[config.mk]
export PLATFORM = sky130hd
export DESIGN_NAME = rom_loader
export DESIGN_NICKNAME = d
export VERILOG_FILES = /design/src/rtl/rom_loader_pkg.sv /design/src/rtl/rom_loader_byte_packer.sv /design/src/rtl/rom_loader.sv
export SDC_FILE = /design/constraint.sdc
export NUM_CORES = 1
export LEC_CHECK = 0
export ABC_AREA = 1
export BUFFER_PORTS_ARGS = -buffer_cell sky130_fd_sc_hd__buf_2
export CORE_ASPECT_RATIO = 1.75
export CORE_MARGIN = 5
export CORE_UTILIZATION = 57
export CTS_CLUSTER_SIZE = 16
export DETAILED_ROUTE_END_ITERATION = 12
export PLACE_DENSITY = 0.8
export SETUP_SLACK_MARGIN = 0.4
export SLEW_MARGIN = 20
export SYNTH_ARGS = -nofsm -noshare
export SYNTH_HDL_FRONTEND = slang
export SYNTH_HIERARCHICAL = 1
export SYNTH_SLANG_ARGS = --single-unit
[constraint.sdc]
create_clock -name clk -period 2.1 [get_ports clk]
set_input_delay 0.315 -clock clk [delete_from_list [all_inputs] [get_ports clk]]
set_output_delay 0.315 -clock clk [all_outputs]
set_load 0.05 [all_outputs]
[src/rtl/rom_loader_pkg.sv]
// -----------------------------------------------------------------------------
// rom_loader_pkg
// Shared definitions for the boot-time instruction ROM loader.
//   - state_e   : loader FSM state encoding
//   - HDR_BYTES : bytes in the little-endian word-count header
//   - WORD_BYTES: bytes per ROM data word (also the checksum trailer size)
//   - CNT_W     : width of the written-word counter ($clog2(MAX_WORDS)+1)
// Optional feature macro: ROM_LOADER_CSUM_EN (adds the checksum trailer state).
// -----------------------------------------------------------------------------
package rom_loader_pkg;

  localparam int HDR_BYTES     = 4;
  localparam int WORD_BYTES    = 4;
  localparam int MAX_WORDS_DEF = 4096;
  localparam int CNT_W         = $clog2(MAX_WORDS_DEF) + 1;

  typedef enum logic [2:0] {
    ST_IDLE  = 3'd0,
    ST_HDR   = 3'd1,
    ST_DATA  = 3'd2,
    ST_WRITE = 3'd3,
    ST_CSUM  = 3'd4,
    ST_DONE  = 3'd5,
    ST_ERROR = 3'd6
  } state_e;

endpackage

[src/rtl/rom_loader_byte_packer.sv]
// -----------------------------------------------------------------------------
// rom_loader_byte_packer
// Assembles a little-endian 32-bit word from a byte stream. The header, each
// data word and the checksum trailer all pass through this one packer.
// Ports:
//   clk         in   system clock
//   rst         in   asynchronous active-low reset
//   clr_i       in   clear byte index and partial word (start of a new frame)
//   en_i        in   a byte is accepted this cycle
//   byte_i      in   incoming byte
//   word_o      out  assembled word, valid when last_byte_o && en_i
//   last_byte_o out  the byte currently offered completes a word
// Optional feature macro: none (ROM_LOADER_CSUM_EN is handled by the top).
// -----------------------------------------------------------------------------
module rom_loader_byte_packer
  import rom_loader_pkg::*;
(
  input  logic        clk,
  input  logic        rst,
  input  logic        clr_i,
  input  logic        en_i,
  input  logic [7:0]  byte_i,
  output logic [31:0] word_o,
  output logic        last_byte_o
);

  // Header and data words share this packer, so size it for the larger one.
  localparam int NBYTES = (HDR_BYTES > WORD_BYTES) ? HDR_BYTES : WORD_BYTES;
  localparam int IDX_W  = $clog2(NBYTES);

  logic [IDX_W-1:0] idx_q;
  // Only the first three bytes need storage: the fourth is taken straight
  // from byte_i so the finished word is available in the handshake cycle.
  logic [23:0]      shift_q;

  always_ff @(posedge clk or negedge rst) begin
    if (!rst) begin
      idx_q   <= '0;
      shift_q <= '0;
    end else if (clr_i) begin
      idx_q   <= '0;
      shift_q <= '0;
    end else if (en_i) begin
      idx_q   <= idx_q + 1'b1;   // wraps to 0 after the last byte
      shift_q <= {byte_i, shift_q[23:8]};
    end
  end

  assign word_o      = {byte_i, shift_q};
  assign last_byte_o = (idx_q == IDX_W'(NBYTES - 1));

endmodule

[src/rtl/rom_loader.sv]
// -----------------------------------------------------------------------------
// rom_loader
// Boot-time writer for the instruction ROM. Receives a byte stream (4-byte LE
// word count N, then N LE 32-bit words), writes each word into the ROM and
// holds the CPU in reset until the load completes.
// Parameters:
//   BASE_ADDR  byte address of the first word (word aligned)
//   MAX_WORDS  ROM capacity in words
// Ports:
//   clk, rst                  clock, asynchronous active-low reset
//   load_start_i              start pulse (honoured in IDLE/DONE/ERROR only)
//   byte_valid_i/byte_data_i  byte stream in; byte_ready_o is the ready
//   rom_wen_o/rom_waddr_o/rom_wdata_o  ROM write port, one pulse per word
//   cpu_hold_o                CPU reset hold
//   load_done_o/load_err_o    completion / abort levels
//   word_cnt_o                words written in the current load
// Optional feature macro: ROM_LOADER_CSUM_EN -- when defined, a 4-byte LE
// checksum (sum of data words mod 2^32) follows the data and is verified.
// -----------------------------------------------------------------------------
module rom_loader
  import rom_loader_pkg::*;
#(
  parameter logic [31:0] BASE_ADDR = 32'h0000_0000,
  parameter int          MAX_WORDS = 4096
) (
  input  logic             clk,
  input  logic             rst,
  input  logic             load_start_i,
  input  logic             byte_valid_i,
  input  logic [7:0]       byte_data_i,
  output logic             byte_ready_o,
  output logic             rom_wen_o,
  output logic [31:0]      rom_waddr_o,
  output logic [31:0]      rom_wdata_o,
  output logic             cpu_hold_o,
  output logic             load_done_o,
  output logic             load_err_o,
  output logic [CNT_W-1:0] word_cnt_o
);

  localparam logic [31:0] MAX_WORDS_32 = 32'(MAX_WORDS);

  state_e           state_q;
  logic             ready_q;
  logic             wen_q;
  logic [31:0]      waddr_q;
  logic [31:0]      wdata_q;
  logic             hold_q;
  logic             done_q;
  logic             err_q;
  logic [CNT_W-1:0] cnt_q;
  logic [31:0]      nwords_q;
`ifdef ROM_LOADER_CSUM_EN
  logic [31:0]      sum_q;
`endif

  logic             xfer;
  logic             start_ok;
  logic [31:0]      pk_word;
  logic             pk_last;
  logic [CNT_W-1:0] cnt_d;
  logic [31:0]      waddr_d;

  assign xfer     = byte_valid_i & ready_q;
  assign start_ok = load_start_i &
                    ((state_q == ST_IDLE) | (state_q == ST_DONE) | (state_q == ST_ERROR));
  assign cnt_d    = cnt_q + 1'b1;
  assign waddr_d  = BASE_ADDR + (32'(cnt_q) << 2);   // modulo 2^32

  rom_loader_byte_packer u_packer (
    .clk         (clk),
    .rst         (rst),
    .clr_i       (start_ok),
    .en_i        (xfer),
    .byte_i      (byte_data_i),
    .word_o      (pk_word),
    .last_byte_o (pk_last)
  );

  // All outputs are registered and updated together with the state, so each
  // output already reflects the state it belongs to.
  always_ff @(posedge clk or negedge rst) begin
    if (!rst) begin
      state_q  <= ST_IDLE;
      ready_q  <= 1'b0;
      wen_q    <= 1'b0;
      waddr_q  <= '0;
      wdata_q  <= '0;
      hold_q   <= 1'b1;
      done_q   <= 1'b0;
      err_q    <= 1'b0;
      cnt_q    <= '0;
      nwords_q <= '0;
`ifdef ROM_LOADER_CSUM_EN
      sum_q    <= '0;
`endif
    end else begin
      wen_q <= 1'b0;
      case (state_q)
        ST_IDLE, ST_DONE, ST_ERROR: begin
          if (load_start_i) begin
            state_q <= ST_HDR;
            ready_q <= 1'b1;
            hold_q  <= 1'b1;
            done_q  <= 1'b0;
            err_q   <= 1'b0;
            cnt_q   <= '0;
`ifdef ROM_LOADER_CSUM_EN
            sum_q   <= '0;
`endif
          end
        end

        ST_HDR: begin
          if (xfer && pk_last) begin
            nwords_q <= pk_word;
            if (pk_word == '0) begin
`ifdef ROM_LOADER_CSUM_EN
              state_q <= ST_CSUM;        // empty image still carries a checksum
`else
              state_q <= ST_DONE;
              ready_q <= 1'b0;
              hold_q  <= 1'b0;
              done_q  <= 1'b1;
`endif
            end else if (pk_word > MAX_WORDS_32) begin
              state_q <= ST_ERROR;
              ready_q <= 1'b0;
              err_q   <= 1'b1;
            end else begin
              state_q <= ST_DATA;
            end
          end
        end

        ST_DATA: begin
          if (xfer && pk_last) begin
            state_q <= ST_WRITE;
            ready_q <= 1'b0;
            wen_q   <= 1'b1;
            waddr_q <= waddr_d;
            wdata_q <= pk_word;
          end
        end

        ST_WRITE: begin
          cnt_q <= cnt_d;
`ifdef ROM_LOADER_CSUM_EN
          sum_q <= sum_q + wdata_q;
`endif
          if (32'(cnt_d) == nwords_q) begin
`ifdef ROM_LOADER_CSUM_EN
            state_q <= ST_CSUM;
            ready_q <= 1'b1;
`else
            state_q <= ST_DONE;
            hold_q  <= 1'b0;
            done_q  <= 1'b1;
`endif
          end else begin
            state_q <= ST_DATA;
            ready_q <= 1'b1;
          end
        end

`ifdef ROM_LOADER_CSUM_EN
        ST_CSUM: begin
          if (xfer && pk_last) begin
            ready_q <= 1'b0;
            if (pk_word == sum_q) begin
              state_q <= ST_DONE;
              hold_q  <= 1'b0;
              done_q  <= 1'b1;
            end else begin
              state_q <= ST_ERROR;
              err_q   <= 1'b1;
            end
          end
        end
`endif

        default: begin
          state_q <= ST_IDLE;
          ready_q <= 1'b0;
        end
      endcase
    end
  end

  assign byte_ready_o = ready_q;
  assign rom_wen_o    = wen_q;
  assign rom_waddr_o  = waddr_q;
  assign rom_wdata_o  = wdata_q;
  assign cpu_hold_o   = hold_q;
  assign load_done_o  = done_q;
  assign load_err_o   = err_q;
  assign word_cnt_o   = cnt_q;

endmodule

==> impl_metrics.tcl <==
set metrics [dict create \
    grt_start_max_net_pins 80 \
    clock_latency_ps 410 \
    fin_nets 779 \
    p_leak_uw 0.00359 \
    setup_ws_ps 217 \
    clock_path_buffers 2 \
    synth_cell_types 36 \
    r2r-start "word_cnt_o[0]" \
    outcome "completed" \
    fin_crit_sh 0.897 \
    tightestPinTransition_ps 505 \
    ant_nets 0 \
    clk_pin_slew_ps 60 \
    max_freq_mhz 531 \
    finalWirelength_um 14000 \
    diodes 0 \
    port_buffers 74 \
    hold_viol 0 \
    final_util 0.698 \
    max_cap_viol_count 0 \
    gp_congestion 0.913 \
    p_comb_frac 0.334 \
    yosysSeqAreaShare 0.534 \
    track_usage 0.231 \
    design.core.area_mm2 0.00991 \
    crit_required_ps 2410 \
    hold_class "input port to register" \
    area_growth_pct 19.0 \
    die-area_mm2 0.0124 \
    numCtsBuffers 17 \
    min_to "u_packer/shift_q[16]" \
    switching_share 0.390 \
    setup_viol 0 \
    rsz0062_at_grt "true" \
    hold_depth 3 \
    r2r-end "load_done_o" \
    start_util 0.587 \
    drc 0 \
    fp.dieW_um 86.4 \
    arrival_ps 2190 \
    ir_worst_vdd_mv 0.896 \
    clkSinkCount 124 \
    powerDensity_mw_per_mm2 1330 \
    io_pins 94 \
    row_count 48 \
    p_sw_uw 3600 \
    pwr-share-clk 0.322 \
    slew_headroom 0.664 \
    root_buffer "clkbuf_16" \
    wire_per_inst_um 15.5 \
    grt_pass1_vias 4710 \
    start_kind "register" \
    period_minus_slack_ps 1880 \
    dr.pass1.iters 5 \
    yosysWarnings 6 \
    place_ws_ps 253 \
    syn_area_mm2 0.00582 \
    overflow 0 \
    skew_ps 4.35 \
    setup_tns_ps 0 \
    rrSetupSlack_ps 220 \
    ys_seq_elements 124 \
    critPathKind "register to register" \
    intPower_uw 5620 \
    drt_iter0_drc 340 \
    netlist_instances 689 \
    avgSynthCellArea_um2 8.44 \
    vias 4824 \
    power_frac_seq 0.345 \
    dpl.hpwl_um 9750 \
    maxSlewViolCount 0 \
    grt_pass1_wl_um 22300 \
    worstHoldStart "byte_data_i[0]" \
    fill_cells 723 \
    cp_max_fo 4 \
    ff2ff_path_depth 13 \
    die_h_um 144 \
    critPathCaptureType "register" \
    drive_above_1_share 0.229 \
    cts_tree "done" \
    htree_levels 4 \
    drt-vias-per-instance 5.34 \
    antenna_found_initial 0 \
]
## cells in the mapped netlist
cell,number,area (um2)
a21boi_0,1,7.51
a21oi_1,2,10.0
and2_0,2,12.5
buf_2,1,5.00
buf_4,28,210
buf_6,6,67.6
clkbuf_1,16,60.1
clkinv_1,1,3.75
conb_1,1,3.75
dfrtp_1,123,3080
dfstp_2,1,26.3
ha_1,2,25.0
inv_1,68,255
inv_2,2,7.51
inv_4,1,6.26
nand2_1,221,830
nand2_2,5,31.3
nand2_4,1,11.3
nand3_1,33,165
nand3_2,13,130
nand3b_1,5,37.5
nand4_1,10,62.6
nor2_1,32,120
nor2_2,5,31.3
nor2_4,1,11.3
nor2_8,2,40.0
nor3_1,1,5.00
nor4_1,1,6.26
o211ai_1,1,7.51
o21ai_0,84,420
o21ai_1,2,10.0
o21ai_2,2,17.5
o22ai_1,10,62.6
or2_2,2,12.5
xnor2_1,1,8.76
xor2_1,2,17.5
## power by group through the flow
| stage | clock (uW) | sequential, uW | combinational (uW) |
|---|---|---|---|
| after floorplan | 0 | 3590 | 1730 |
| after global placement | 0 | 3180 | 2680 |
| after detailed placement | 0 | 3200 | 2770 |
| after CTS | 3010 | 3160 | 2900 |
| after global routing | 3120 | 3230 | 3370 |
| final | 2970 | 3180 | 3080 |
## cell families after synthesis
logic type               Yosys count  synth area share
AO/OA/AOI/OAI                    102            0.0921
other                              1          0.000645
flip-flops                       124             0.534
adder cells (fa/ha/maj)            2           0.00430
AND/OR/NAND/NOR                  334             0.259
buffers and inverters            123             0.106
XOR/XNOR                           3           0.00452
## critical path, cell delays in order, from the launching register on
cell and delay (ps):
dfrtp_2 440, ha_4 290, xnor2_2 100, nand2_1 60, nor2_1 120, nand3_1 120, nor2_1 100, nand2_1 80
nor2_2 120, nand2_1 80, nand2_2 90, nand2_2 60, nand2_1 60, nand2_1 40
## layer usage
metal  track usage  wire [um]
met1         0.242       4940
met2         0.423       7780
met3        0.0562        776
met4         0.111        477
met5             0          0
## final cells by class
cell class / instances / area (um2) / share of cell area
Sequential cell: 124 / 3110 / 0.450
Multi-Input combinational cell: 461 / 2240 / 0.323
Timing Repair Buffer: 89 / 524 / 0.0758
Clock buffer: 18 / 439 / 0.0635
Inverter: 72 / 278 / 0.0401
Clock inverter: 14 / 171 / 0.0248
Tap cell: 125 / 156 / 0.0226
## per-stage QoR
step	power, uW	instance area (um2)	std cells	hold slack, ps
2_1_floorplan	5330	5910	707	19.4
4_1_cts	9070	6830	900	144
6_report	9230	6920	903	155
3_3_place_gp	5870	6170	863	134
3_5_place_dp	5970	6170	863	137
5_1_grt	9720	6920	903	154
## repair_timing
item / in CTS / in global routing
hold endpoints to repair: 4 / 0
cloned: 0 / 1
endpoints found under the setup margin: 27 / 114
hold buffers: 1 / 0
buffers inserted: 4 / 2
pin swaps: 3 / 5
resized for setup: 5 / 18
## worst max-delay path by stage
stage / to / start / slack (ps)
after floorplan: load_done_o / word_cnt_o[0] / 210
after global placement: load_done_o / word_cnt_o[0] / 290
after detailed placement: load_done_o / word_cnt_o[0] / 250
after CTS: load_done_o / word_cnt_o[0] / 240
after global routing: state_q[1] / word_cnt_o[0] / 30
final: load_done_o / word_cnt_o[0] / 220
## cells in the final DEF, fill, tap and decap left out, types with 2 or more instances in the layout
| cell type | count |
|---|---|
| nand2_2 | 13 |
| nand4_1 | 10 |
| conb_1 | 19 |
| bufinv_16 | 3 |
| o22ai_1 | 10 |
| clkbuf_16 | 17 |
| nand2_1 | 213 |
| inv_1 | 65 |
| nand3b_1 | 5 |
| inv_2 | 4 |
| nor2_8 | 2 |
| dfrtp_2 | 8 |
| o21ai_2 | 2 |
| o21ai_0 | 82 |
| o21ai_1 | 4 |
| dfrtp_1 | 115 |
| and2_0 | 2 |
| clkinv_4 | 5 |
| xor2_1 | 2 |
| clkinvlp_4 | 3 |
| buf_2 | 73 |
| nor2_4 | 4 |
| nand3_1 | 33 |
| buf_4 | 10 |
| buf_12 | 2 |
| buf_6 | 3 |
| a21oi_1 | 2 |
| or2_2 | 2 |
| nand3_2 | 13 |
| clkinv_2 | 3 |
| nor2_2 | 4 |
| nor2_1 | 31 |
## sequential cells by signal (all words and copies together) (netlist names), 2 cells and up
name	count
u_packer/shift_q	24
u_packer/idx_q	2
state_q	3
rom_waddr_o	13
nwords_q	32
rom_wdata_o	32
word_cnt_o	13
(Power assumes the default switching activity.)
